`config.mk`:
```
export PLATFORM = sky130hd
export DESIGN_NAME = lsu_mem_ctrl
export DESIGN_NICKNAME = d
export VERILOG_FILES = /design/src/rtl/lsu_mem_ctrl.sv
export SDC_FILE = /design/constraint.sdc
export NUM_CORES = 1
export LEC_CHECK = 0
export ABC_AREA = 1
export BUFFER_PORTS_ARGS = -buffer_cell sky130_fd_sc_hd__buf_4
export CAP_MARGIN = 20
export CORE_UTILIZATION = 47
export CTS_BUF_LIST = sky130_fd_sc_hd__clkbuf_4 sky130_fd_sc_hd__clkbuf_8
export DETAILED_ROUTE_END_ITERATION = 8
export PLACE_DENSITY = 0.88
export SLEW_MARGIN = 20
export SYNTH_ARGS = -nofsm -noshare
export SYNTH_HDL_FRONTEND = slang
export SYNTH_SLANG_ARGS = --single-unit
```
`constraint.sdc`:
```
create_clock -name clk -period 3.5 [get_ports clk]
set_input_delay 0.875 -clock clk [delete_from_list [all_inputs] [get_ports clk]]
set_output_delay 0.875 -clock clk [all_outputs]
set_load 0.02 [all_outputs]
```
`src/rtl/lsu_mem_ctrl.sv`:
```
// lsu_mem_ctrl: RV32I load/store front-end to a byte-masked RAM with 1-cycle registered read
module lsu_mem_ctrl #(
  parameter int          DEPTH     = 512,
  parameter logic [31:0] BASE_ADDR = 32'h0000_0000,
  parameter int          ADDR_W    = $clog2(DEPTH*4)
) (
  input  logic              clk,
  input  logic              rst_n_i,
  input  logic              req_valid_i,
  output logic              req_ready_o,
  input  logic              req_we_i,
  input  logic [2:0]        req_funct3_i,
  input  logic [31:0]       req_addr_i,
  input  logic [31:0]       req_wdata_i,
  output logic              rsp_valid_o,
  input  logic              rsp_ready_i,
  output logic [31:0]       rsp_rdata_o,
  output logic              rsp_err_o,
  output logic [ADDR_W-1:0] mem_addr_o,
  output logic [31:0]       mem_wr_data_o,
  output logic [3:0]        mem_bytemask_o,
  output logic              mem_write_en_o,
  output logic              mem_read_en_o,
  input  logic [31:0]       mem_rd_data_i
);
  typedef enum logic [1:0] {IDLE, LOAD_DATA, RESP} state_t;
  state_t state, state_n;
  logic [1:0] off, off_n;
  logic [2:0] f3, f3_n;
  logic [31:0] rdata_n;
  logic err_n, accept, legal, misal, in_range, fault;
  logic [32:0] rel_addr;
  logic [7:0] lb;
  logic [15:0] lh;
  assign req_ready_o = state == IDLE;
  assign rsp_valid_o = state == RESP;
  // Below-base addresses wrap to a huge offset, so one unsigned compare covers both bounds
  always_comb begin
    accept = req_valid_i & req_ready_o;
    legal = req_we_i ? ~req_funct3_i[2] & (req_funct3_i[1:0] != 2'b11)
                     : (req_funct3_i[1:0] != 2'b11) & ~(req_funct3_i[2] & req_funct3_i[1]);
    misal = (req_funct3_i[1:0] == 2'b01 & req_addr_i[0]) | (req_funct3_i[1:0] == 2'b10 & |req_addr_i[1:0]);
    rel_addr = {1'b0, req_addr_i} - {1'b0, BASE_ADDR};
    in_range = rel_addr < 33'(DEPTH) * 33'd4;
    fault = ~legal | misal | ~in_range;
    mem_addr_o = rel_addr[ADDR_W-1:0];
    mem_wr_data_o = req_funct3_i[1:0] == 2'b00 ? {4{req_wdata_i[7:0]}} :
                    req_funct3_i[1:0] == 2'b01 ? {2{req_wdata_i[15:0]}} : req_wdata_i;
    mem_bytemask_o = ~req_we_i || req_funct3_i[1:0] == 2'b10 ? 4'b1111 :
                     req_funct3_i[1:0] == 2'b01 ? (req_addr_i[1] ? 4'b1100 : 4'b0011) :
                     4'b0001 << req_addr_i[1:0];
    mem_write_en_o = accept & ~fault & req_we_i;
    mem_read_en_o = accept & ~fault & ~req_we_i;
    lb = mem_rd_data_i[{off, 3'b000} +: 8];
    lh = off[1] ? mem_rd_data_i[31:16] : mem_rd_data_i[15:0];
    state_n = state;
    off_n = off;
    f3_n = f3;
    rdata_n = rsp_rdata_o;
    err_n = rsp_err_o;
    if (accept) begin
      state_n = fault | req_we_i ? RESP : LOAD_DATA;
      off_n = req_addr_i[1:0];
      f3_n = req_funct3_i;
      rdata_n = '0;
      err_n = fault;
    end else if (state == LOAD_DATA) begin
      state_n = RESP;
      rdata_n = f3[1] ? mem_rd_data_i :
                f3[0] ? {{16{~f3[2] & lh[15]}}, lh} : {{24{~f3[2] & lb[7]}}, lb};
    end else if (state == RESP && rsp_ready_i) begin
      state_n = IDLE;
      rdata_n = '0;
      err_n = 1'b0;
    end
  end
  always_ff @(posedge clk or negedge rst_n_i) begin
    if (!rst_n_i) begin
      state <= IDLE;
      off <= '0;
      f3 <= '0;
      rsp_rdata_o <= '0;
      rsp_err_o <= 1'b0;
    end else begin
      state <= state_n;
      off <= off_n;
      f3 <= f3_n;
      rsp_rdata_o <= rdata_n;
      rsp_err_o <= err_n;
    end
  end
endmodule

```
==> Word level (Yosys, flattened, before mapping) <==
Index checks and enable logic that the tools add are counted.
Widths: inputs -> output; s select.
{ "totals": {"reg_bits": 40, "latchBits": 0, "ram_bits": 0, "romBits": 0, "input_bits": 104, "output_inout_bits": 84, "word_cells": 63, "memories": 0} }
{ "classes": {"add_sub_neg": 0, "multipliers": 0, "div": 0, "n_lt_le_gt_ge": 1, "eq_ne": 6, "shift": 2, "n_mux": 19, "bitwise": 22, "n_reduce_logical": 8} }
{ "op_table": {"columns": ["cell", "n"], "rows": [
  ["$mux 32", 7],
  ["$lt 32x12->1 const B", 1],
  ["$shiftx 32x6->8", 1],
  ["$mux 16", 1],
  ["$mux 4", 3],
  ["$and 1x1->1", 11],
  ["$mux 2", 4],
  ["$not 1->1", 7],
  ["$eq 2x1->1 const B", 2],
  ["$eq 2x2->1 const B", 2],
  ["$logic_not 2->1", 2],
  ["$mux 1", 4],
  ["$ne 2x2->1 const B", 2],
  ["$or 1x1->1", 4],
  ["$shl 1x2->4 const A", 1],
  ["$reduce_bool 3->1", 1],
  ["$reduce_and 2->1", 1],
  ["$reduce_bool 2->1", 1],
  ["$reduce_or 2->1", 1],
  ["$logic_and 1x1->1", 1],
  ["$logic_or 1x1->1", 1]
]} }

==> Longest topological paths before layout <==
{ "depth": {"word_depth": 10, "depth_mapped": 10, "ltp_nobuf": 10} }

==> Worst setup path before layout <==
No wires, ideal clock.
{ "synth_path": {"path_kind": "input port to output port", "from": "input req_funct3_i[1]", "to": "output mem_bytemask_o[0]", "arrival_ns": 1.853, "required_time_ns": 2.625, "slack_ns": 0.772, "path_stages": 4, "path_buffers": 1, "path_cell_list": "buf_2 > nor2_2 > nor2_1 > o21ai_0"} }
{ "synth_via": {"elab_chain_len": 3, "word_cells_on_any_way": 5, "classes_between": "eq/ne (2); mux (2); reduce/logical (1)"} }
{ "synth_rtl": {"columns": ["element", "line", "text"], "rows": [
  ["start, declared", "12", "input logic [2:0] req_funct3_i,"],
  ["$eq 2x1->1 or $eq 2x2->1 (tied branches)", "50, 49", null],
  ["$mux 4 or $logic_or 1x1->1 (tied branches)", "50, 49", null],
  ["$mux 4 *", "49", "mem_bytemask_o = ~req_we_i || req_funct3_i[1:0] == 2'b10 ? 4'b1111 :"],
  ["end, declared", "21", "output logic [3:0] mem_bytemask_o,"]
]} }
Every way passes the cells marked *; elsewhere a longest branch is shown, timed or not.

==> Final worst setup path <==
{ "layout_path": {"from": "input req_funct3_i[1]", "to": "output mem_read_en_o"} }
{ "layout_via": {"elab_chain_len": 10, "word_cells_on_any_way": 17, "classes_between": "eq/ne (3); mux (1); bitwise (13)"} }
{ "layout_rtl": {"columns": ["element", "line", "text"], "rows": [
  ["$and 1x1->1", "41", ": (req_funct3_i[1:0] != 2'b11) & ~(req_funct3_i[2] & req_funct3_i[1]);"],
  ["$not 1->1", "41", null],
  ["$and 1x1->1", "41", null],
  ["$mux 1", "40", "legal = req_we_i ? ~req_funct3_i[2] & (req_funct3_i[1:0] != 2'b11)"],
  ["$not 1->1", "45", "fault = ~legal | misal | ~in_range;"],
  ["$or 1x1->1 * (2 in series)", "45", null],
  ["$not 1->1 *", "53", "mem_read_en_o = accept & ~fault & ~req_we_i;"],
  ["$and 1x1->1 * (2 in series)", "53", null],
  ["end, declared", "23", "output logic mem_read_en_o,"]
]} }
Marked as above.

==> impl_metrics.py <==
metrics = {
    "logic_synthesis": {
        "synthesis.nets": 566,
        "ys_top_cells_by_count": "nand2_1, nor2_1, dfrtp_1",
        "synthSimpleGateAreaFrac": 0.470,
        "synth_edf_count": 0,
        "synth-main-ff-cell": "dfrtp_1",
        "synth.distinct_cells": 24,
        "synth.ff_latch_count": 40,
        "synth_top_family_by_area": "simple AND/OR/NAND/NOR gates",
        "ys_seq_area_frac": 0.348,
        "synthTopCellsByArea": "dfrtp_1, nand2_1, nor2_1",
        "yosysWarningCount": 0,
        "synthArstFlopShare": 1.00,
        "synth_compound_area_frac": 0.0591,
        "synthXorXnorAreaFrac": 0,
        "synthMuxAreaShare": 0,
        "synthAdderAreaFrac": 0,
        "synthMostInstantiatedCell": "nand2_1",
        "syn-cell-area_um2": 2880,
        "synth_top_area_share": 0.348,
        "synth_cells": 462,
        "syn_area_per_cell_um2": 6.23,
        "synth_top_cell_by_area": "dfrtp_1",
    },
    "pwr": {
        "switchingPower_mw": 0.888,
        "seqPwrFrac": 0.309,
        "ir_drop_v": 0.000244,
        "clockPowerShare": 0.161,
        "combinationalPowerShare": 0.530,
        "report.power.total_mw": 1.87,
        "powerDensity_nw_per_um2": 456,
        "p_int_mw": 0.984,
        "switching_share": 0.474,
        "p_leak_nw": 2.47,
    },
    "setup_path": {
        "cp.required_ps": 2620,
        "endpoint_kind": "output pin",
        "reg2reg_slack_ps": 1580,
        "r2r_cells": 8,
        "criticalPathCategory": "in2out",
        "slowest_stage": "clkinv_1",
        "max_stage_delay_ps": 280,
        "reg2reg_from": "off[1]",
        "cp.arrival_ps": 2030,
        "cp_max_fo": 21,
        "critPathBufInv": 4,
        "critPathTopFamily": "buffers and inverters",
        "startpoint_type": "input pin",
        "crit_chain": "buf_4, clkinv_1, a21oi_1, nor2_1, nand3_1, inv_1, buf_4",
        "cpMostUsedCell": "buf_4",
        "timing.rr.end": "rsp_rdata_o[17]",
    },
    "timing": {
        "period_share": 0.830,
        "setup_tns_ps": 0,
        "relSlewSlack": 0.579,
        "layout_min_cycle_time_ps": 2900,
        "worst_slew_pin_slew_ps": 631,
        "max_freq_mhz": 344,
        "fin_skew_ps": 4.66,
        "finalHoldViolCount": 0,
        "maxSlewViolCount": 0,
        "rsz0062_at_grt": "no",
        "finalSetupViolCount": 0,
    },
    "grt": {
        "grt_max_degree": 41,
        "grt_use_total": 0.314,
        "grt_pass1_vias": 3334,
        "antenna_found_initial": 0,
        "overflow": 0,
        "grt_first_pass_wirelength_mm": 15.4,
    },
    "final_layout": {
        "fin_util": 0.693,
        "finalNonFillerCells": 681,
        "num_antenna_cells": 0,
        "area_growth_pct": 42.6,
        "drive_gt1_frac": 0.338,
        "fillCellCount": 526,
        "layout.nets": 710,
    },
    "detailed_routing": {
        "routed_wl_mm": 9.74,
        "num_vias": 3535,
        "drt-pass1-iter-count": 7,
        "drtAntennaViolNets": 0,
        "drt-initial-drc-count": 307,
        "wl_per_cell_um": 14.3,
        "drc": 1,
        "via_per_inst": 5.19,
    },
    "die": {
        "die_area_um2": 6440,
        "die_h_um": 80.3,
        "io_pins": 188,
        "rows": 28,
        "die_width_um": 80.3,
        "coreArea_um2": 5920,
        "start_util": 0.486,
    },
    "placement": {
        "place_congestion": 0.889,
        "numPlacedInstances": 674,
        "dpl.hpwl_mm": 7.65,
        "portBuffers": 169,
    },
    "clock_tree": {
        "cts_max_level": 2,
        "clockBufferDepth": 2,
        "cts_tree": "done",
        "ctsResizeCount": 0,
        "clkTransAtPathRegs_ps": 80,
        "cts_setup_buffers": 0,
        "clk_latency_ps": 300,
        "clock-sinks": 40,
        "cts_buffers": 5,
        "cts-root-buf": "clkbuf_8",
        "ctsHoldBuffers": 0,
    },
    "worst_hold_path": {
        "min-delay-start": "rsp_rdata_o[14]",
        "holdPathEnd": "rsp_rdata_o[14]",
        "hp-class": "reg2reg",
        "hold_depth": 2,
    },
    "run": {
        "cap_violations": 0,
    },
    "status": {
        "status": "finished with violations",
        "violations": "design-rule violations",
    },
}
[power by group through the flow]
stage / Combinational [mW] / Clock [mW] / Sequential (mW)
after floorplan: 0.757 / 0 / 0.551
after global placement: 0.957 / 0 / 0.583
after detailed placement: 0.978 / 0 / 0.586
after CTS: 0.981 / 0.303 / 0.576
after global routing: 1.11 / 0.323 / 0.588
final: 0.992 / 0.302 / 0.578
[final cells by class]
class,instances,area [um2],area share
multi-input cells,357,1520,0.371
repair buffers,172,1290,0.315
flip-flops and latches,40,1000,0.244
inverters,30,113,0.0274
well taps,75,93.8,0.0229
clock buffers,5,68.8,0.0168
clock inverters,2,12.5,0.00305
[tightest hold or removal path: stages (launching register included)]
cell     delay, ps
dfrtp_1        350
nand2_1         50
nand2_1         50
[how the worst max path moves through the flow]
stage	endpoint	startpoint	slack (ps)	cells past startpoint
after CTS	mem_read_en_o	req_funct3_i[1]	630	7
after floorplan	mem_bytemask_o[0]	req_funct3_i[1]	770	4
after detailed placement	mem_read_en_o	req_funct3_i[1]	640	7
after global placement	mem_bytemask_o[1]	req_funct3_i[1]	680	5
final	mem_read_en_o	req_funct3_i[1]	600	7
after global routing	mem_read_en_o	req_funct3_i[1]	530	7
[routing by layer]
layer | share of wire | vias up | global-route usage
met5 | 0 | - | 0
met4 | 0.034 | 0 | 0.113
met3 | 0.093 | 32 | 0.0807
met2 | 0.50 | 208 | 0.568
met1 | 0.37 | 1604 | 0.353
li1 | - | 1691 | -
[flip-flops by register name, summed over array words and instances (netlist names)]
signal / count
rsp_rdata_o: 32
rsp_err_o: 1
off: 2
state: 2
f3: 3
[logic make-up after synthesis]
group                  after synthesis
and+or+nand+nor                    326
buffers and inverters               65
DFF                                 40
AOI/OAI and AO/OA                   31
[placed cells by master, fill, tap and decap left out, types with 5 or more instances in the layout]
cell type  synthesis  layout
inv_1             25      25
a21oi_1           16      16
nand3_1           33      33
nor2_1            52      52
nand3_2            6       6
dfrtp_1           40      40
nand2_1          219     219
or2_2              8       8
clkbuf_8           0       5
o21ai_0           13      13
buf_4             22     172
[through the flow]
stage               worst slack, ps  cell area [um2]  hold WS [ps]
floorplan                       772             2880           475
global placement                680             4020           464
detailed placement              640             4020           466
CTS                             632             4100           487
global route                    529             4100           500
finish                          595             4100           484
No activity file was read; power rests on OpenSTA's default activity.
